## src/rtl/arb4_rr_pkg.sv

```systemverilog
// Shared types and constants for the four-requester arbiter.
package arb_pkg;

  localparam int unsigned NUM_REQ = 4;

  typedef logic [1:0] idx_t;

  typedef enum logic {
    IDLE  = 1'b0,
    OWNED = 1'b1
  } arb_state_t;

endpackage

```

## src/rtl/pri_enc4_rot.sv

```systemverilog
// Combinational winner select: fixed (highest index wins) or rotating priority from ptr.
module pri_enc4_rot
  import arb_pkg::*;
(
  input  logic [3:0] req,
  input  idx_t       ptr,
  input  logic       rr,
  input  logic [3:0] mask,
  output idx_t       idx,
  output logic       any
);

  logic [3:0] masked;
  logic [3:0] rot;
  idx_t       src;
  idx_t       pos;

  always_comb begin
    masked = req & ~mask;
    any    = |masked;
    rot    = '0;
    idx    = '0;
    src    = '0;
    pos    = '0;
    for (int unsigned i = 0; i < NUM_REQ; i++) begin
      src    = idx_t'(i) + ptr;
      rot[i] = masked[src];
    end
    // Scan from lowest to highest priority so the last hit is the winner.
    if (rr) begin
      for (int unsigned i = 0; i < NUM_REQ; i++) begin
        pos = idx_t'(NUM_REQ - 1 - i);
        if (rot[pos]) idx = pos + ptr;
      end
    end else begin
      for (int unsigned i = 0; i < NUM_REQ; i++) begin
        if (masked[i]) idx = idx_t'(i);
      end
    end
  end

endmodule

```

## src/rtl/arb4_rr.sv

```systemverilog
// Four-requester arbiter with fixed/round-robin priority, hold-until-release and hold timeout.
module arb4_rr
  import arb_pkg::*;
#(
  parameter int unsigned MAX_HOLD = 16
) (
  input  logic       clk,
  input  logic       rst_n,
  input  logic       en,
  input  logic       rr_mode,
  input  logic [3:0] req,
  output logic [3:0] gnt,
  output logic [1:0] gnt_idx,
  output logic       gnt_vld
);

  localparam logic [7:0] HOLD_LAST = (MAX_HOLD == 0) ? 8'd0 : 8'(MAX_HOLD - 1);

  arb_state_t state_q, state_d;
  idx_t       ptr_q, ptr_d;
  logic [7:0] hold_q, hold_d;
  logic [3:0] gnt_q, gnt_d;
  idx_t       idx_q, idx_d;

  logic [3:0] own_oh;
  logic [3:0] enc_mask;
  logic       timeout;
  idx_t       win_idx;
  logic       win_any;

  assign own_oh  = 4'b0001 << idx_q;
  assign timeout = (MAX_HOLD != 0) && (hold_q == HOLD_LAST) && |(req & ~own_oh);
  // Mask the owner only when it is being pre-empted, so the winner is someone else.
  assign enc_mask = (state_q == OWNED && req[idx_q] && timeout) ? own_oh : 4'b0000;

  pri_enc4_rot u_enc (
    .req (req),
    .ptr (ptr_q),
    .rr  (rr_mode),
    .mask(enc_mask),
    .idx (win_idx),
    .any (win_any)
  );

  always_comb begin
    state_d = state_q;
    ptr_d   = ptr_q;
    hold_d  = hold_q;
    gnt_d   = gnt_q;
    idx_d   = idx_q;
    unique case (state_q)
      IDLE: begin
        if (en && win_any) begin
          state_d = OWNED;
          gnt_d   = 4'b0001 << win_idx;
          idx_d   = win_idx;
          hold_d  = '0;
          if (rr_mode) ptr_d = win_idx + 2'd1;
        end
      end
      OWNED: begin
        if (!en || (!req[idx_q] && !win_any)) begin
          state_d = IDLE;
          gnt_d   = '0;
          idx_d   = '0;
          hold_d  = '0;
        end else if (!req[idx_q] || timeout) begin
          gnt_d  = 4'b0001 << win_idx;
          idx_d  = win_idx;
          hold_d = '0;
          if (rr_mode) ptr_d = win_idx + 2'd1;
        end else if (hold_q != 8'hFF) begin
          hold_d = hold_q + 8'd1;
        end
      end
      default: state_d = IDLE;
    endcase
  end

  always_ff @(posedge clk or negedge rst_n) begin
    if (!rst_n) begin
      state_q <= IDLE;
      ptr_q   <= '0;
      hold_q  <= '0;
      gnt_q   <= '0;
      idx_q   <= '0;
    end else begin
      state_q <= state_d;
      ptr_q   <= ptr_d;
      hold_q  <= hold_d;
      gnt_q   <= gnt_d;
      idx_q   <= idx_d;
    end
  end

  assign gnt     = gnt_q;
  assign gnt_idx = idx_q;
  assign gnt_vld = |gnt_q;

endmodule

```

## config.mk

```make
export PLATFORM = sky130hd
export DESIGN_NAME = arb4_rr
export DESIGN_NICKNAME = d
export VERILOG_FILES = /design/src/rtl/arb4_rr_pkg.sv /design/src/rtl/pri_enc4_rot.sv /design/src/rtl/arb4_rr.sv
export SDC_FILE = /design/constraint.sdc
export NUM_CORES = 1
export LEC_CHECK = 0
export CAP_MARGIN = 25
export CORE_AREA = 2 2 58 60
export DETAILED_ROUTE_END_ITERATION = 10
export DIE_AREA = 0 0 60 62
export SLEW_MARGIN = 20
export SYNTH_ARGS = -nofsm -noshare
export SYNTH_HDL_FRONTEND = slang
export SYNTH_SLANG_ARGS = --single-unit
```

## constraint.sdc

```tcl
create_clock -name clk -period 3.4 [get_ports clk]
set_input_delay 0.68 -clock clk [delete_from_list [all_inputs] [get_ports clk]]
set_output_delay 0.68 -clock clk [all_outputs]
set_load 0.005 [all_outputs]
```

==> metrics <==
Setup WS pre-CTS=-0.0947 ns; outcome=complete, no violations; Synthesis Warnings=0; post-route ant nets=0; Leakage=0.685 nW; Combinational Power Share=0.526; Pwr Total=0.941 mW; ys flop type=dfrtp_1; cell family with most CP delay=compound AO/OA/AOI/OAI gates; clk sinks=17; Max Cap Viol=0; FF/Latch Area=roughly 430 µm²; vias in the first global route=1238; Cell Area, Synth=between 1000 and 1500 µm²; RSZ-0062 raised after global routing=no; pwr dens=between 500 and 600 nW/µm²; Post-CTS Setup Repair Bufs=0; H-tree Lvls=1; CTS Buf Count=3; Period minus WS final=3.16 ns; Fill cells=around 300; sequential area share after synthesis=0.319; Clock Latency Late Sink=~0.28 ns; Rel. slew slack=0.494; Final nets=between 150 and 200; crit path launch type=input pin; Synth Area per Inst=8.84 µm²; met2 GRT Util=0.318; Max Buffers Root-to-Sink=2; Core Footprint=between 3000 and 4000 µm²; final hold vios=0; wire length per cell=15.3 µm; Net Switching=0.387 mW; ys async rst share=1.00; CTS tree=yes; max-slew violation count=0; sequential power share=0.362; drc violations=0; count of state elements after synthesis=17; Setup WS post-layout=0.237 ns; Post-synth EDFFs=0; Peak VDD IR=approximately 0.00040 V; input/output buffers=14; M1 GR Usage=0.254; CP Capture Type=register; Mapped Cells=151; first-pass GRT wire length=between 5 and 6 mm; share of power burned in the clock network=0.112; clk slew on worst S/H paths=0.10 ns; Initial Util=0.420; Synth cell types=50; DR vias=around 1400; WL final=between 3 and 4 mm; I/O pins=15; clk_skew=0.00285 ns; GPL Wtd Cong=~0.85; Hold Path Class=register to register; Worst path slowest cell=clkdlybuf4s50_1; Data required, critical path=3.58 ns; die area=approximately 3700 µm²; final setup fails=0; CTS Root Cell=clkbuf_4; Mapped Nets=164; CP max FO=4; Layout area overhead=24.3%; Die W=60 µm; GRT Overall Usage=0.192; Most Used Layer, Global Route=met2; number of diodes=0; Peak Freq=between 300 and 400 MHz; Critical Path AT=about 3.3 ns; DP HPWL=~2.7 mm; GR Util met3=0.0186; crit path cell chain=clkdlybuf4s50_1, nor4bb_1, o31a_2, buf_4, nor3_1, nor3_1, o221ai_1, a31oi_1, buf_4, ha_1, a22o_1; Slew @ Worst Pin=0.757 ns; area of the multi-input gates=843 µm²; Sw Ratio=0.411; most frequent cells in the layout=17 x dfrtp_1, 17 x buf_4, 15 x nand2_1; internal cell power=0.554 mW; layout cells sized above 1=0.177; Rows=21; WP buf/inv=3; R2R Setup Slk=about 0.47 ns; largest net degree at the start of global routing=18; crit share post-route=0.930; initial antenna violation count=0; Die Y=62 µm; DR pass1 iterations=4; DR iter-0 viols=76; max incr delay on CP=0.54 ns; critical path class=input pin to register; DR vias/cell=5.97; grt total ovfl=0
-- Yosys cell counts, drive strengths merged, types with 5 or more instances --
cell type | instances | share of area
dfrtp | 17 | 0.32
nand2 | 15 | 0.042
a21oi | 14 | 0.061
nor2 | 6 | 0.017
nand3 | 5 | 0.019
inv | 10 | 0.028
ha | 5 | 0.047
a31oi | 6 | 0.028
o21ai | 9 | 0.034
-- worst reg2reg max path, stage by stage, from the launching register on --
cell and delay (ns):
dfrtp_1 0.46, nor4_2 0.48, nand2_1 0.17, o21ai_0 0.52
o221ai_1 0.19, a32oi_1 0.28, a31oi_1 0.17, buf_4 0.18
ha_1 0.18, a22o_1 0.20
-- cell families after synthesis --
family,count (synthesis),share of synthesized area
flip-flops,17,0.319
XOR/XNOR,1,0.00656
adder cells (fa/ha/maj),5,0.0469
multiplexers,3,0.0225
AO/OA/AOI/OAI,63,0.351
AND/OR/NAND/NOR,47,0.200
buffers and inverters,15,0.0553
-- power groups by stage --
stage / clock network [mW] / registers, mW / logic, mW
final: 0.106 / 0.340 / 0.495
after global routing: 0.115 / 0.353 / 0.542
after CTS: 0.111 / 0.338 / 0.493
after detailed placement: 0 / 0.341 / 0.490
after global placement: 0 / 0.336 / 0.476
after floorplan: 0 / 0.297 / 0.336
-- layer usage --
layer | wire, µm | part of all wire
met5 | 0 | 0
met4 | 76 | 0.022
met3 | 94 | 0.027
met2 | 1720 | 0.49
met1 | 1590 | 0.46
-- flip-flops by register name (all words and copies together), names as in the netlist --
register  cells
ptr_q         2
hold_q        8
gnt           4
gnt_idx       2
state_q       1
-- area by class of cell --
cell class / count / area share
timing repair buffer: 31 / 0.161
inverter: 10 / 0.0226
multi-input combinational: 119 / 0.508
clock buffer: 3 / 0.0136
sequential: 17 / 0.256
tap: 46 / 0.0347
clock inverter: 1 / 0.00302
-- metrics by stage --
step                setup TNS [ns]  cells  area (µm²)  utilization  hold slack [ns]
floorplan                        0    151        1340            -            0.384
global placement           -0.0663    223        1620        0.511            0.505
detailed placement          -0.390    223        1620        0.511            0.510
CTS                              0    227        1650        0.519            0.525
global route                     0    227        1660        0.522            0.548
finish                           0    227        1660        0.522            0.518
-- final timing paths --
| kind | startpoint | end | depth (start not counted) |
|---|---|---|---|
| min | hold_q[0] | hold_q[0] | 1 |
| max reg2reg | hold_q[4] | gnt[2] | 9 |
| min reg2reg | hold_q[0] | hold_q[0] | 1 |
| max in group asynchronous | rst_n | gnt_idx[0] | 1 |
| min in group asynchronous | rst_n | hold_q[3] | 1 |
| max | req[0] | gnt[2] | 11 |
-- what timing repair did --
item,CTS,global route
setup endpoints to repair,0,5
endpoints found under the hold margin,0,0
resized for setup,0,1
hold buffers,0,0
Note: power is estimated with default switching activity, not from simulation.
==> RTL edit 1, RTL diff (same settings) <==
Set the package constant `NUM_REQ` to 2 (it was 4).
--- a/src/rtl/arb4_rr_pkg.sv
+++ b/src/rtl/arb4_rr_pkg.sv
@@ -1,7 +1,7 @@
 // Shared types and constants for the four-requester arbiter.
 package arb_pkg;
 
-  localparam int unsigned NUM_REQ = 4;
+  localparam int unsigned NUM_REQ = 2;
 
   typedef logic [1:0] idx_t;
 
Check against the original RTL: not equivalent (a bounded check fails within 4 cycles, from zero or initial values and one cycle with rst_n low).
==> RTL edit 1 against the original RTL <==
  * Clock power grew 4%
  * Final area fell by 9.6%
  * Sequential power down 14%
  * Worst setup slack gained 0.21 ns
  * Synthesized area fell by 5.6%
  * Sequential cell count unchanged
  * Combinational power is 45% lower
  * Wire length shrank 15%
  * Total power shrank 28%
  * First-iteration DRC count grew 17%
==> RTL edit 1: results (changes against the original RTL) <==
status completed (unchanged); n_diodes 0 (unchanged); Synth Area in Compound Gates 0.322 (was 0.351); post-synthesis adder-cell area fraction 0.0497 (was 0.0469); layout cells sized above 1 0.159 (was 0.177); critical path's largest stage delay 0.60 ns (was 0.54 ns); pin count of the biggest net entering global routing 18 (unchanged); Arrival @ worst endpoint 3.14 ns (was 3.34 ns); Seq/Total Area, Yosys 0.338 (was 0.319); CTS clk-pin slew, worst paths 0.11 ns; grt met3 use 0.0331 (was 0.0186); clk_skew 0.00469 ns (was 0.00285 ns); clock latency on the worst-skew pair 0.29 ns; most area-consuming cells after synthesis dfrtp_1, ha_1, a22o_1 (was dfrtp_1, a21oi_1, ha_1); via count 1116 (was 1355); Total GRT Usage 0.177 (was 0.192); drt pass-1 iters 4 (unchanged); clock root buffer clkbuf_4 (unchanged); fillers 305 (was 301); htree depth 1 (unchanged); Static Leakage 0.000623 uW (was 0.000685 uW); register with the most flip-flops hold_q (unchanged); Worst Tran Pin Value 0.822 ns (was 0.757 ns); Hold Path Cell Cnt 1 (unchanged); post-synthesis mux area share 0.0586 (was 0.0225); WL/cell 15.1 um (was 15.3 um); fin nets 165 (was 195); GR Layer Usage met1 0.241 (was 0.254); fraction of registers with async set/reset 1.00 (unchanged); max reg flops 8 (unchanged); Slowest-stage cell, CP clkdlybuf4s50_1 (unchanged); peak supply drop 303 uV (was 400 uV); r2r worst-path depth 9 (unchanged); DRT iter0 DRCs 89 (was 76); GP Congestion 0.766 (was 0.845); maximum clock path buffer count 2 (unchanged); number of I/O port buffers 14 (unchanged); CTS Buf Count 3 (unchanged); # hold bufs at CTS 0 (unchanged); CTS resizes 0 (unchanged); met2 GRT Util 0.267 (was 0.318); hold crit path type flip-flop to flip-flop (unchanged); top cells by count, synth dfrtp_1, nand2_1, inv_1 (was dfrtp_1, nand2_1, a21oi_1); Post-DP HPWL 2240 um (was 2680 um); Top delay family on crit path compound AO/OA/AOI/OAI gates (unchanged); post-synthesis net count 145 (was 164); Post-CTS Setup Repair Bufs 0 (unchanged); Worst Path Max Fanout 7 (was 4); Syn. warnings 0 (unchanged); antenna violations before repair 0 (unchanged); first-pass GRT wire length 4960 um (was 5410 um); Unique masters post-synth 49 (was 50); post-synthesis xor/xnor area fraction 0 (was 0.00656)
-- RTL edit 1: cell type report --
type / instances / area [um^2] / area share
Clock inverter: 1 / 5.00 / 0.00334
Tap cell: 46 / 57.6 / 0.0384
Multi-Input combinational cell: 102 / 778 / 0.519
Inverter: 9 / 33.8 / 0.0225
Timing Repair Buffer: 19 / 178 / 0.118
Sequential cell: 17 / 425 / 0.284
Clock buffer: 3 / 22.5 / 0.0150
-- RTL edit 1: report_power, final --
part | total, uW | internal (uW) | switching, uW | leakage, uW
clock | 110 | 43.7 | 66.6 | 0.0000177
combinational | 270 | 146 | 124 | 0.000382
sequential | 293 | 240 | 53.3 | 0.000224
-- RTL edit 1: metal layers --
layer  share of wire  up-vias
li1                -      549
met1            0.50      540
met2            0.46       23
met3           0.037        4
met4          0.0094        0
met5               0        -
-- RTL edit 1: kinds of logic after synthesis --
| group | after synthesis |
|---|---|
| adder cells (fa/ha/maj) | 5 |
| AO/OA/AOI/OAI | 47 |
| multiplexers | 7 |
| buffers and inverters | 13 |
| AND/OR/NAND/NOR | 43 |
| flip-flops | 17 |
-- RTL edit 1: final timing paths --
check	end	slack, ns	start
max reg2reg	gnt[3]$_DFFE_PN0P_	0.63	hold_q[1]$_DFFE_PN0P_
min in group asynchronous	ptr_q[0]$_DFFE_PN0P_	0.85	rst_n
min reg2reg	hold_q[3]$_DFFE_PN0P_	0.50	hold_q[3]$_DFFE_PN0P_
max in group asynchronous	hold_q[2]$_DFFE_PN0P_	2.04	rst_n
max	gnt[3]$_DFFE_PN0P_	0.45	req[1]
min	hold_q[3]$_DFFE_PN0P_	0.50	hold_q[3]$_DFFE_PN0P_
-- RTL edit 1: through the flow --
step           worst slack [ns]   util  cells  instance area (um^2)
3_3_place_gp              0.207  0.463    193                  1470
6_report                  0.450  0.472    197                  1500
3_5_place_dp              0.136  0.463    193                  1470
4_1_cts                   0.463  0.472    197                  1500
5_1_grt                   0.336  0.472    197                  1500
2_1_floorplan             0.759      -    132                  1260
==> RTL edit 2, RTL diff (same settings) <==
Made on the original files. `hold_q` no longer has a reset.
--- a/src/rtl/arb4_rr.sv
+++ b/src/rtl/arb4_rr.sv
@@ -81,16 +81,18 @@
     if (!rst_n) begin
       state_q <= IDLE;
       ptr_q   <= '0;
-      hold_q  <= '0;
       gnt_q   <= '0;
       idx_q   <= '0;
     end else begin
       state_q <= state_d;
       ptr_q   <= ptr_d;
-      hold_q  <= hold_d;
       gnt_q   <= gnt_d;
       idx_q   <= idx_d;
     end
+  end
+
+  always_ff @(posedge clk) begin
+    hold_q <= hold_d;
   end
 
   assign gnt     = gnt_q;
Behaviour: no difference found for any inputs over 10 cycles, from zero or initial values and one cycle with rst_n low; that may be too few to reach the edited logic, so the function may still have changed.
==> RTL edit 2 against the original RTL <==
  * Total power down 17%
  * Sequential share of layout area grew 5.3 points
  * Largest cell class unchanged
  * Sequential power about the same
  * Synthesized area is 6.8% lower
  * Wire length shrank 17%
  * Sequential cell count unchanged
  * Worst setup slack lost 0.11 ns
  * Final area is 9.2% lower
==> RTL edit 2: results (changes against the original RTL) <==
Arrival @ worst endpoint 3.50 ns (was 3.34 ns); clk_skew 0.00480 ns (was 0.00285 ns); DRT iter0 DRCs 56 (was 76); hold crit path type flip-flop to flip-flop (unchanged); layout cells sized above 1 0.118 (was 0.177); fin nets 173 (was 195); most area-consuming cells after synthesis edfxtp_1, dfrtp_1, nor2_1 (was dfrtp_1, a21oi_1, ha_1); clock latency on the worst-skew pair 0.30 ns (was 0.28 ns); Post-DP HPWL 2140 um (was 2680 um); Static Leakage 0.000574 uW (was 0.000685 uW); Unique masters post-synth 51 (was 50); Seq/Total Area, Yosys 0.374 (was 0.319); post-synthesis xor/xnor area fraction 0.0493 (was 0.00656); peak supply drop 320 uV (was 400 uV); Synth Area in Compound Gates 0.242 (was 0.351); vias in the first global route 1009 (was 1238); pwr/cell area 520 mW/mm^2 (was 567 mW/mm^2); post-synthesis adder-cell area fraction 0.0302 (was 0.0469); top cells by count, synth nor2_1, nand2_1, clkbuf_1 (was dfrtp_1, nand2_1, a21oi_1); status completed (unchanged); Vias/cell 5.57 (was 5.97); headroom to the max-slew limit 0.625 (was 0.494); post-synthesis mux area share 0.0322 (was 0.0225); GP Congestion 0.942 (was 0.845); fillers 319 (was 301); Post-Route WL 2890 um (was 3480 um); Total GRT Usage 0.163 (was 0.192)
[RTL edit 2: worst max-delay path: stages, from the launching register on]
cell      delay (ns)
edfxtp_1        0.46
or4_4           0.55
or2_4           0.26
o41a_1          0.46
and2_0          0.18
o311a_1         0.37
mux2i_1         0.12
or2_2           0.32
ha_1            0.30
a31oi_1         0.16
[RTL edit 2: cell families (layout without fill, tap and decap cells)]
family	Yosys count	after routing
AOI/OAI and AO/OA	40	40
and+or+nand+nor	57	57
DFF	17	17
buffers and inverters	15	33
xor gates and xnor gates	7	7
adders and majority gates	3	3
muxes	4	4
[RTL edit 2: metrics by stage]
step	hold slack, ns	TNS (ns)	total power (uW)	setup WS (ns)	instances
final	0.554	0	783	0.126	207
after global routing	0.579	0	841	0.0186	207
after CTS	0.551	0	788	0.118	207
after detailed placement	0.517	-0.0231	672	-0.0223	203
after global placement	0.517	-0.00896	668	-0.00896	203
after floorplan	0.384	0	540	0.346	143
[RTL edit 2: layer usage]
layer,vias up,part of all wire,GRT usage
li1,573,-,-
met3,4,0.033,0.0145
met1,552,0.49,0.229
met5,-,0,0
met4,0,0.012,0.0571
met2,25,0.47,0.261
[RTL edit 2: worst paths after layout]
path / endpoint / slack [ns] / from / cells past startpoint
max: ptr_q[1]$_DFFE_PN0P_ / 0.13 / hold_q[4]$_SDFFCE_PP0P_ / 9
min: gnt[2]$_DFFE_PN0P_ / 0.55 / gnt[2]$_DFFE_PN0P_ / 1
max reg2reg: ptr_q[1]$_DFFE_PN0P_ / 0.13 / hold_q[4]$_SDFFCE_PP0P_ / 9
min reg2reg: gnt[2]$_DFFE_PN0P_ / 0.55 / gnt[2]$_DFFE_PN0P_ / 1
max in group asynchronous: ptr_q[0]$_DFFE_PN0P_ / 2.42 / rst_n / 1
min in group asynchronous: gnt[0]$_DFFE_PN0P_ / 0.67 / rst_n / 1
[RTL edit 2: cell type report]
cell class / count / share of cell area
Clock inverter: 1 / 0.00332
Clock buffer: 3 / 0.0150
Inverter: 5 / 0.0125
Sequential cell: 17 / 0.309
Tap cell: 46 / 0.0382
Multi-Input combinational cell: 111 / 0.479
Timing Repair Buffer: 24 / 0.143
[RTL edit 2: where the power goes]
part	total (uW)	leakage (uW)	internal [uW]	switching [uW]
Clock	112	0.0000177	43.9	68.2
Sequential	340	0.000201	258	82.3
Combinational	331	0.000355	177	154
Total	783	0.000574	479	305
